==> src/rtl/msg_schedule_stream.sv <==
// Streaming SHA-2 message-schedule generator: one 16-word block in, W[0..ROUNDS-1] out.
// Optional WRound index output enabled by defining MSG_SCHED_ROUND_OUT_EN.
module msg_schedule_stream #(
  parameter  int WORD_W = 32,
  parameter  int ROUNDS = 64,
  localparam int CNT_W  = $clog2(ROUNDS)
) (
  input  logic                 Clk,
  input  logic                 Rst_n,
  input  logic                 BlkValid,
  output logic                 BlkReady,
  input  logic [16*WORD_W-1:0] BlkData,
  output logic                 WValid,
  input  logic                 WReady,
  output logic [WORD_W-1:0]    WOut,
  output logic                 WLast,
  output logic                 Busy
`ifdef MSG_SCHED_ROUND_OUT_EN
  ,
  output logic [CNT_W-1:0]     WRound
`endif
);

  generate
    if (!(WORD_W == 32 || WORD_W == 64)) begin : g_bad_word_w
      $error("msg_schedule_stream: WORD_W must be 32 or 64");
    end
    if (ROUNDS < 16 || ROUNDS > 80) begin : g_bad_rounds
      $error("msg_schedule_stream: ROUNDS must be in 16..80");
    end
  endgenerate

  // Sigma rotate/shift amounts for the selected hash width.
  localparam int S0A = (WORD_W == 32) ? 7  : 1;
  localparam int S0B = (WORD_W == 32) ? 18 : 8;
  localparam int S0C = (WORD_W == 32) ? 3  : 7;
  localparam int S1A = (WORD_W == 32) ? 17 : 19;
  localparam int S1B = (WORD_W == 32) ? 19 : 61;
  localparam int S1C = (WORD_W == 32) ? 10 : 6;

  localparam logic [0:0] IDLE = 1'b0;
  localparam logic [0:0] RUN  = 1'b1;

  logic [0:0]               state;
  logic [15:0][WORD_W-1:0]  win;
  logic [CNT_W-1:0]         cnt;
  logic                     last;
  logic [WORD_W-1:0]        sig0, sig1, w_next;

  function automatic logic [WORD_W-1:0] rotr(input logic [WORD_W-1:0] x, input int n);
    return (x >> n) | (x << (WORD_W - n));
  endfunction

  assign sig0   = rotr(win[1], S0A) ^ rotr(win[1], S0B) ^ (win[1] >> S0C);
  assign sig1   = rotr(win[14], S1A) ^ rotr(win[14], S1B) ^ (win[14] >> S1C);
  assign w_next = sig1 + win[9] + sig0 + win[0];
  assign last   = (state == RUN) && (cnt == CNT_W'(ROUNDS - 1));

  always_ff @(posedge Clk or negedge Rst_n) begin
    if (!Rst_n) begin
      state <= IDLE;
      win   <= '0;
      cnt   <= '0;
    end else if (state == IDLE) begin
      if (BlkValid) begin
        win   <= BlkData;
        cnt   <= '0;
        state <= RUN;
      end
    end else if (WReady) begin
      // Slide the window every handshake; words beyond ROUNDS are simply never shown.
      win <= {w_next, win[15:1]};
      if (last) begin
        cnt   <= '0;
        state <= IDLE;
      end else begin
        cnt <= cnt + CNT_W'(1);
      end
    end
  end

  assign BlkReady = (state == IDLE);
  assign WValid   = (state == RUN);
  assign Busy     = (state == RUN);
  assign WOut     = win[0];
  assign WLast    = last;
`ifdef MSG_SCHED_ROUND_OUT_EN
  assign WRound   = cnt;
`endif

endmodule
==> config.mk <==
export PLATFORM = sky130hd
export DESIGN_NAME = msg_schedule_stream
export DESIGN_NICKNAME = d
export VERILOG_FILES = /design/src/rtl/msg_schedule_stream.sv
export SDC_FILE = /design/constraint.sdc
export NUM_CORES = 1
export LEC_CHECK = 0
export ABC_AREA = 1
export CAP_MARGIN = 20
export CORE_ASPECT_RATIO = 1.75
export CORE_UTILIZATION = 53
export DETAILED_ROUTE_END_ITERATION = 10
export PLACE_DENSITY_LB_ADDON = 0.25
export SYNTH_ARGS = -nofsm -noshare
export SYNTH_HDL_FRONTEND = slang
export SYNTH_SLANG_ARGS = --single-unit
==> constraint.sdc <==
create_clock -name Clk -period 4.08 [get_ports Clk]
set_input_delay 0.408 -clock Clk [delete_from_list [all_inputs] [get_ports Clk]]
set_output_delay 0.408 -clock Clk [all_outputs]
set_load 0.05 [all_outputs]
### After elaboration in Yosys (flattened, before gate mapping)

Index checks and enable logic that the tools add are counted.
Widths: inputs -> output; s select.

| word-level totals | value |
|---|---|
| register bits | 519 |
| input port bits | 516 |
| word-level logic and storage cells | 47 |
| output and inout bits | 36 |

| operators by class | value |
|---|---|
| mux-type cells | 11 |
| reductions and logical operators | 3 |
| add/sub/neg operators | 4 |
| equality and inequality tests | 2 |
| bitwise operators | 9 |

Operators with widths:

| kind | number |
|---|---|
| $mux 512 | 3 |
| $add 32x32->32 | 3 |
| $xor 32x32->32 | 2 |
| $or 13x32->32 | 1 |
| $or 14x32->32 | 1 |
| $or 15x32->32 | 1 |
| $or 25x32->32 | 1 |
| $xor 32x22->32 | 1 |
| $xor 32x29->32 | 1 |
| $mux 6 | 4 |
| $add 6x1->6 const B | 1 |
| $eq 6x6->1 const B | 1 |
| $mux 1 | 4 |
| $ne 2x2->1 const B | 1 |
| $reduce_and 2->1 | 1 |
| $reduce_bool 2->1 | 1 |
| $logic_and 1x1->1 | 1 |
| $not 1->1 | 1 |

### Depth between registers and ports, before layout

Gate-level depths: netlist of the first run.

| logic depth | value |
|---|---|
| depth in word-level cells | 8 |
| depth in mapped cells | 21 |
| depth with buffers taken out | 20 |

### Worst setup path before layout of the first run

OpenSTA, ideal clock, no wires.

| timing path | value |
|---|---|
| kind | reg-to-reg |
| start point | register win[51] (netlist bit) |
| end point | register win[509] (netlist bit) |
| arrival time | 3.192 ns |
| setup time | 0.116 ns |
| stages on the path, launching flop included | 20 |
| slack | 0.772 ns |
| data required time | 3.964 ns |
| period minus slack after synthesis | 3.308 ns |
| path buffers | 1 |
| path through | dfrtp_1 > clkbuf_1 > xnor2_1 > xor2_1 > fa_1 > fa_1 > inv_1 > ha_1 > inv_1 > fa_1 > inv_1 > nand3_1 > nand3_1 > nand3_1 > nand3_1 > nand2_1 > nand3_1 > nand3_1 > nand2_1 > nand2_1 |

| on the way | value |
|---|---|
| word-level cells in the longest chain between the ends | 7 |
| elaborated cells on any way between the ends | 8 |
| those cells by class | add/sub (2); mux (2); bitwise (4) |

Ends and longest elaborated chain:

| item | line | source |
|---|---|---|
| start, declared | 45 | `logic [15:0][WORD_W-1:0] win;` |
| start signal, assigned | 66 | `win <= BlkData;` |
| start signal, assigned | 72 | `win <= {w_next, win[15:1]};` |
| $or 14x32->32 / $or 25x32->32 (equally long branches) | 51 | `return (x >> n) \| (x << (WORD_W - n));` |
| $xor 32x32->32 | 54 | `assign sig0 = rotr(win[1], S0A) ^ rotr(win[1], S0B) ^ (win[1] >> S0C);` |
| $xor 32x29->32 (*) | 54 |  |
| $add 32x32->32 (*) (2 in series) | 56 | `assign w_next = sig1 + win[9] + sig0 + win[0];` |
| $mux 512 (*) | 70 | `end else if (WReady) begin` |
| $mux 512 (*) | 64 | `end else if (state == IDLE) begin` |

Every way passes the cells marked *; elsewhere a longest branch is shown, timed or not. The select of a mux whose other input is x is not followed.
A chain may end at the register's enable or synchronous reset.

### Worst setup path in the final report of the first run

| timing path | value |
|---|---|
| start point | register win[53] (netlist bit) |
| end point | register win[496] (netlist bit) |

| on the way | value |
|---|---|
| word-level cells in the longest chain between the ends | 7 |
| elaborated cells on any way between the ends | 8 |
| those cells by class | add/sub (2); mux (2); bitwise (4) |

Ends and longest elaborated chain:

| item | line |
|---|---|
| $or 14x32->32 / $or 25x32->32 (equally long branches) | 51 |
| $xor 32x32->32 (*) | 54 |
| $xor 32x29->32 (*) | 54 |
| $add 32x32->32 (*) (2 in series) | 56 |
| $mux 512 (*) | 70 |
| $mux 512 (*) | 64 |

Marked as above.

==> results of run 1 <==
==> cells in the mapped netlist <==
cell type  instances
inv_1            454
nand2_1         1031
nor3_1             3
or2_2              1
clkbuf_1         212
xnor2_1           64
nor2_1           338
inv_2              3
nand3_1           46
and2_1             1
fa_1              62
dfrtp_1          519
o22ai_1            2
o21ai_0           87
xor2_1            71
a22o_1             1
o21bai_1           4
nand4_1            2
a21oi_1           24
ha_1              32
a21o_1             1
a21oi_2            1
a31oi_1          248
buf_2             34
a32o_1             1
buf_4             33
o21ai_1          164
buf_1             18
o211ai_1         240
==> report_power, final <==
part / internal [mW] / switching [mW]
Combinational: 6.69 / 11.8
Clock: 2.50 / 2.07
Sequential: 6.32 / 1.01
==> how the worst max path moves through the flow <==
stage | cells after the start | slack (ns) | end
after floorplan | 19 | 0.77 | win[509]
after global placement | 18 | 0.24 | win[509]
after detailed placement | 18 | 0.24 | win[509]
after CTS | 18 | 0.24 | win[509]
after global routing | 15 | 0.05 | win[490]
final | 14 | 0.22 | win[496]
==> cells by family (layout without fill, tap and decap cells) <==
group	count (synthesis)	in the layout	synth area share, %
xor+xnor	135	135	4.074
other cells	0	22	0
compound gates	773	773	16.56
buf+inv	754	1153	10.32
fa+ha+maj	94	94	5.656
simple gates	1422	1422	18.64
flops	519	519	44.75
==> routing by layer <==
| metal | share of wire, % | GRT usage [%] | vias to the layer above |
|---|---|---|---|
| met5 | 0.059 | 0 | - |
| met3 | 6.3 | 5.320 | 307 |
| li1 | - | - | 12550 |
| met1 | 36 | 42.29 | 12340 |
| met4 | 9.1 | 29.31 | 10 |
| met2 | 49 | 62.50 | 1058 |
==> sequential cells by signal, summed over array words and instances, names as in the netlist <==
name and flops:
Busy 1, WOut 32, cnt 6, win 480
==> area by class of cell <==
type	instances	area, um^2
sequential	519	12990
tap	690	863.3
fill	4599	17720
multi-input combinational	2424	13060
timing repair buffer	612	6206
antenna	22	55.05
clock inverter	15	140.1
clock buffer	69	1391
inverter	457	1730
==> critical path, delay by kind of cell, from the launching register on <==
family,cells,cell delay [ns]
fa+ha+maj,3,1.34
simple gates,6,0.71
compound gates,2,0.60
flops,1,0.52
xor+xnor,2,0.52
buf+inv,1,0.04
==> timing repair <==
| item | in CTS | in global routing |
|---|---|---|
| hold buffers | 1 | 0 |
| setup endpoints to repair | 0 | 2 |
| endpoints found under the hold margin | 75 | 0 |
| resized for setup | 0 | 2 |
==> through the flow <==
| stage | power, mW | instances | area (um^2) |
|---|---|---|---|
| detailed placement | 25.60 | 4701 | 34830 |
| CTS | 30.27 | 4786 | 36370 |
| floorplan | 19.47 | 3697 | 29020 |
| finish | 30.41 | 4808 | 36430 |
| global placement | 25.52 | 4701 | 34830 |
| global route | 32.95 | 4806 | 36430 |
==> results by group, run 1 <==
Run status
  • Outcome: finished, final reports clean

Cells and area
  • Share of cells above drive strength 1: under 10%
  • Most common library cell in the layout ignoring fill and taps: nand2_1
  • Final Util: about two thirds
  • Fin nets: roughly 4700
  • Layout overhead on the synthesized area: 25.52%
  • Most frequent cells in the layout: nand2_1, clkdlybuf4s50_1, dfrtp_1, inv_1, nor2_1

Setup path
  • CP Capture Type: register
  • Crit path largest cell delay: around 0.52 ns
  • Worst Path Arrival: 4.32 ns
  • Startpoint Class: register
  • Worst r2r src: win[53]
  • Worst R2R Setup Slack: ~0.22 ns
  • CP max FO: 6
  • CP Launch Point: win[53]
  • Data required, critical path: approximately 4.5 ns
  • CP max-delay cell: dfrtp_1
  • Most Frequent Cell on Critical Path: nand2_1
  • R2r worst-path depth: 14
  • Critical path type: register to register
  • Cells along the critical path: xnor2_1 > xor2_1 > fa_1 > fa_1 > inv_1 > ha_1 > nand2_1 > nand3_1 > a21oi_1 > nor2_1 > o21bai_1 > nand3_1 > nand2_1 > nand2_1
  • RR Endpoint: win[496]

Yosys
  • Top cells by area, synth: dfrtp_1, nand2_1, o211ai_1
  • Syn nets: approximately 4300
  • Synth Warn #: 0
  • Cell taking the most area after synthesis: dfrtp_1
  • Netlist Area Pre-Place: just under 30000 um^2
  • Mapped Cells: 3697
  • Synthesized area per cell: ~8 um^2
  • Synthesized flop and latch total: roughly 520
  • Seq/Total Area, Yosys: between 40 and 50%
  • Netlist cell types: 29
  • Post-synth top area share: between 40 and 50%

Routing
  • Routed WL: 104.1 mm
  • Drt wl/cell: 21.64 um
  • DR DRC count: 0
  • Drt via density: between 5 and 6
  • Number of DRC markers in iteration 0: around 2200
  • Via count: ~26000
  • Remaining antenna violation count after routing: 0
  • First drt pass iteration count: 6

Timing
  • Worst-Margin Slew: a little over 1 ns
  • RSZ-0062 raised after global routing: no
  • F_max: about 260 MHz
  • Fin. Hold Viols: 0
  • Max_slew headroom: between 30% and 40%
  • Hold_ws: a little under 0.4 ns
  • Part of the cycle the worst path needs: 94.51%
  • Final setup TNS: 0 ns
  • Final setup violation count: 0
  • Fin. max-slew vios: 0
  • Min Tclk post-route: ~3.9 ns
  • Max Clock Skew: between 0.01 and 0.015 ns
  • Worst setup margin: 0.2241 ns

Placement
  • Port bufs: 551
  • HPWL Detailed: 79.80 mm
  • Pre-CTS setup slack: 0.2414 ns
  • GP Congestion: roughly 1.0

Hold path
  • Hold Path End: win[286]
  • Hold path depth: 3
  • Hold Crit Class: input port to register
  • Hold_sp: BlkData[286]

Global routing
  • Vias in the first global route: 26120
  • Gr ovfl total: 0
  • Number of antenna violations at the first check in global routing: 27
  • Largest net degree at the start of global routing: between 150 and 200
  • Global-route wire length before repair: 153.0 mm
  • Total track usage: a little under two fifths

Clock tree
  • CTS H-tree lvls: 2
  • Clk buf depth: 3
  • Clk root buf: clkbuf_16
  • Post-CTS Setup Repair Bufs: 0
  • CTS tree: done
  • Clk slew on worst S/H paths: 0.07 ns
  • Skew-Pair Late Insertion Delay: 0.59 ns
  • TritonCTS Sinks: a little over 500
  • CTS buffer count: 47

Floorplanning
  • Core Footprint: approximately 54000 um^2
  • Die X: 178.9 um
  • IO Count: around 550
  • Die height: roughly 310 um
  • Initial core utilization: around 54%
  • DIE AREA: around 56000 um^2
  • # rows: roughly 110

Power
  • Leak: 17.45 nW
  • P per Cell Area: approximately 830 nW/um^2
  • Max IR drop VDD: around 0.7 mV

Flow run
  • Max-cap check violation count: 0
(Power assumes the default switching activity.)
==> run 2: changes to the inputs <==
--- a/config.mk
+++ b/config.mk
@@ -13,2 +13,4 @@
 export PLACE_DENSITY_LB_ADDON = 0.25
+export SETUP_SLACK_MARGIN = 0.3
+export SLEW_MARGIN = 20
 export SYNTH_ARGS = -nofsm -noshare
--- a/constraint.sdc
+++ b/constraint.sdc
@@ -3,2 +3,2 @@
 set_output_delay 0.408 -clock Clk [all_outputs]
-set_load 0.05 [all_outputs]
+set_load 0.02 [all_outputs]
==> run 2 against run 1 <==
  * Sequential power about the same
  * Maximum frequency increased by 6.6%
  * Register-to-register slack gained 0.24 ns
  * Worst hold slack lost 0.023 ns
  * Critical path type unchanged
  * Critical endpoint is now win[510]
  * Largest cell class unchanged
  * Largest power group unchanged
==> results by group, run 2 (synthesis gave the netlist of run 1 again) <==
Hold path
  • Hold Crit Class: input port to register
  • Hold Path End: win[191]
  • Hold path depth: 3
  • Hold_sp: BlkData[191]

Flow run
  • Max-cap check violation count: 0

Floorplanning
  • Die height: between 300 and 400 um
  • Die X: about 180 um
  • Initial core utilization: between 50% and 60%
  • IO Count: about 550
  • Core Footprint: between 50000 and 60000 um^2
  • DIE AREA: between 50000 and 60000 um^2
  • # rows: roughly 110

Clock tree
  • CTS tree: done
  • TritonCTS Sinks: 519
  • Clk buf depth: 3
  • CTS buffer count: 50
  • CTS H-tree lvls: 2
  • Clk slew on worst S/H paths: approximately 0.060 ns
  • Skew-Pair Late Insertion Delay: between 0.6 and 0.7 ns
  • Clk root buf: clkbuf_16

Global routing
  • Global route hottest layer: met2
  • Largest net degree at the start of global routing: between 200 and 250
  • Gr ovfl total: 0
  • Met1 usage: 42.73%
  • Met2 usage: around three fifths
  • M3 GR Usage: 4.771%
  • Total track usage: 37.24%
  • Vias in the first global route: 25790
  • Global-route wire length before repair: between 150 and 200 mm
  • Number of antenna violations at the first check in global routing: 27

Setup path
  • Most Frequent Cell on Critical Path: nand2_1
  • Cells along the critical path: buf_4 > xnor2_2 > xor2_2 > fa_1 > fa_1 > inv_1 > ha_1 > nand2_1 > inv_1 > nand2_1 > inv_1 > a21oi_1 > nand2_2 > nand2_1 > nand2_1 > nand2_1 > nand3_1 > nand2_1 > nand2_1
  • Worst Path Arrival: about 4.1 ns
  • CP max-delay cell: fa_1
  • Crit path largest cell delay: between 0.5 and 0.6 ns
  • CP Capture Type: register
  • CP max FO: 4
  • R2r worst-path depth: 19
  • Worst R2R Setup Slack: approximately 0.46 ns
  • Startpoint Class: register
  • Data required, critical path: 4.57 ns
  • Worst r2r src: win[51]
  • RR Endpoint: win[510]
  • Critical path type: register to register

Timing
  • Final setup violation count: 0
  • Final setup TNS: 0 ns
  • Min Tclk post-route: ~3.6 ns
  • Max_slew headroom: between 20% and 30%
  • Worst-Margin Slew: 1.120 ns
  • Part of the cycle the worst path needs: between 80% and 90%
  • Max Clock Skew: roughly 0.032 ns
  • RSZ-0062 raised after global routing: yes
  • F_max: roughly 280 MHz
  • Fin. Hold Viols: 0
  • Fin. max-slew vios: 0

Run status
  • Outcome: finished, final reports clean

Placement
  • GP Congestion: between 1 and 1.5
  • Port bufs: between 500 and 600
  • HPWL Detailed: 79.74 mm

Cells and area
  • Fin nets: 4682
  • Most common library cell in the layout ignoring fill and taps: nand2_1
  • Final Util: 68.08%
  • Share of cells above drive strength 1: a little under 5%
  • Layout overhead on the synthesized area: 27.01%
  • Most frequent cells in the layout: nand2_1, clkdlybuf4s50_1, dfrtp_1, inv_1, nor2_1
  • Number of flip-flops in the largest register: 480
  • Fillers: 4525
  • Multi-input logic area: between 10000 and 15000 um^2
  • Largest Register: win
  • Register area: 13000 um^2

Power
  • P per Cell Area: roughly 850 nW/um^2
  • Switching share of power: around 50%
  • Int Power: between 15 and 20 mW
  • Comb power frac: between 60% and 70%
  • Max IR drop VDD: 0.5941 mV
  • Leak: about 18 nW
  • Clock share of power: ~16%
  • Sw power: approximately 15 mW
  • Register share of total power: roughly a quarter

Routing
  • First drt pass iteration count: 6
  • Drt via density: ~5.4
  • Via count: 26260
  • Routed WL: between 100 and 150 mm
  • DR DRC count: 0
  • Drt wl/cell: around 21 um
  • Remaining antenna violation count after routing: 0
  • Number of DRC markers in iteration 0: between 2000 and 2500
-- run 2: worst max-delay path by stage --
stage                        from  endpoint  slack [ns]  depth (start not counted)
after detailed placement  win[40]  win[501]        0.22                         18
after global placement    win[40]  win[509]        0.25                         18
after floorplan           win[51]  win[509]        0.77                         19
final                     win[51]  win[510]        0.46                         19
after global routing      win[38]  win[506]        0.28                         18
after CTS                 win[54]  win[510]        0.32                         17
-- run 2: timing repair --
item / 4_1_cts / 5_1_grt
hold endpoints to repair: 81 / 0
setup buffers: 0 / 1
setup endpoints to repair: 6 / 25
pin swaps: 0 / 4
hold buffers: 1 / 0
gates resized for setup: 3 / 46
gates cloned: 0 / 0
-- run 2: layout make-up --
cell class | instances | area share (%)
Clock buffer | 74 | 4.076
Timing Repair Buffer | 620 | 16.93
Tap cell | 690 | 2.342
Inverter | 457 | 4.694
Multi-Input combinational cell | 2424 | 35.93
Clock inverter | 17 | 0.5634
Antenna cell | 29 | 0.1969
Sequential cell | 519 | 35.26
-- run 2: worst max-delay path, delay by kind of cell, from the launching register on --
kind                     cells  cell delay (ns)
AO/OA/AOI/OAI                1             0.19
XOR/XNOR                     2             0.31
adder cells (fa/ha/maj)      3             1.37
buffers and inverters        4             0.41
flip-flops                   1             0.45
AND/OR/NAND/NOR              9             0.76
-- run 2: metal layers --
layer | part of all wire [%] | up-vias | routed length (um)
met5 | 0 | - | 0
met2 | 49 | 1004 | 51020
met4 | 8.5 | 0 | 8777
met3 | 5.8 | 295 | 6051
met1 | 37 | 12370 | 37890
li1 | - | 12590 | -
-- run 2: power groups by stage --
stage | registers, mW | logic (mW) | clock network, mW
2_1_floorplan | 6.83 | 12.5 | 0
3_3_place_gp | 7.33 | 18.0 | 0
3_5_place_dp | 7.36 | 18.1 | 0
4_1_cts | 7.28 | 18.2 | 4.97
5_1_grt | 7.40 | 21.3 | 5.15
6_report | 7.32 | 19.1 | 4.91
-- run 2: per-stage QoR --
step	hold WS (ns)	power (mW)	setup slack [ns]	cell area (um^2)	std cells
floorplan	0.1124	19.33	0.7716	29020	3697
global placement	0.4671	25.33	0.2513	34860	4708
detailed placement	0.4704	25.42	0.2194	34860	4708
CTS	0.3408	30.48	0.3184	36600	4800
global route	0.3599	33.81	0.2838	36860	4829
finish	0.3630	31.29	0.4626	36860	4830
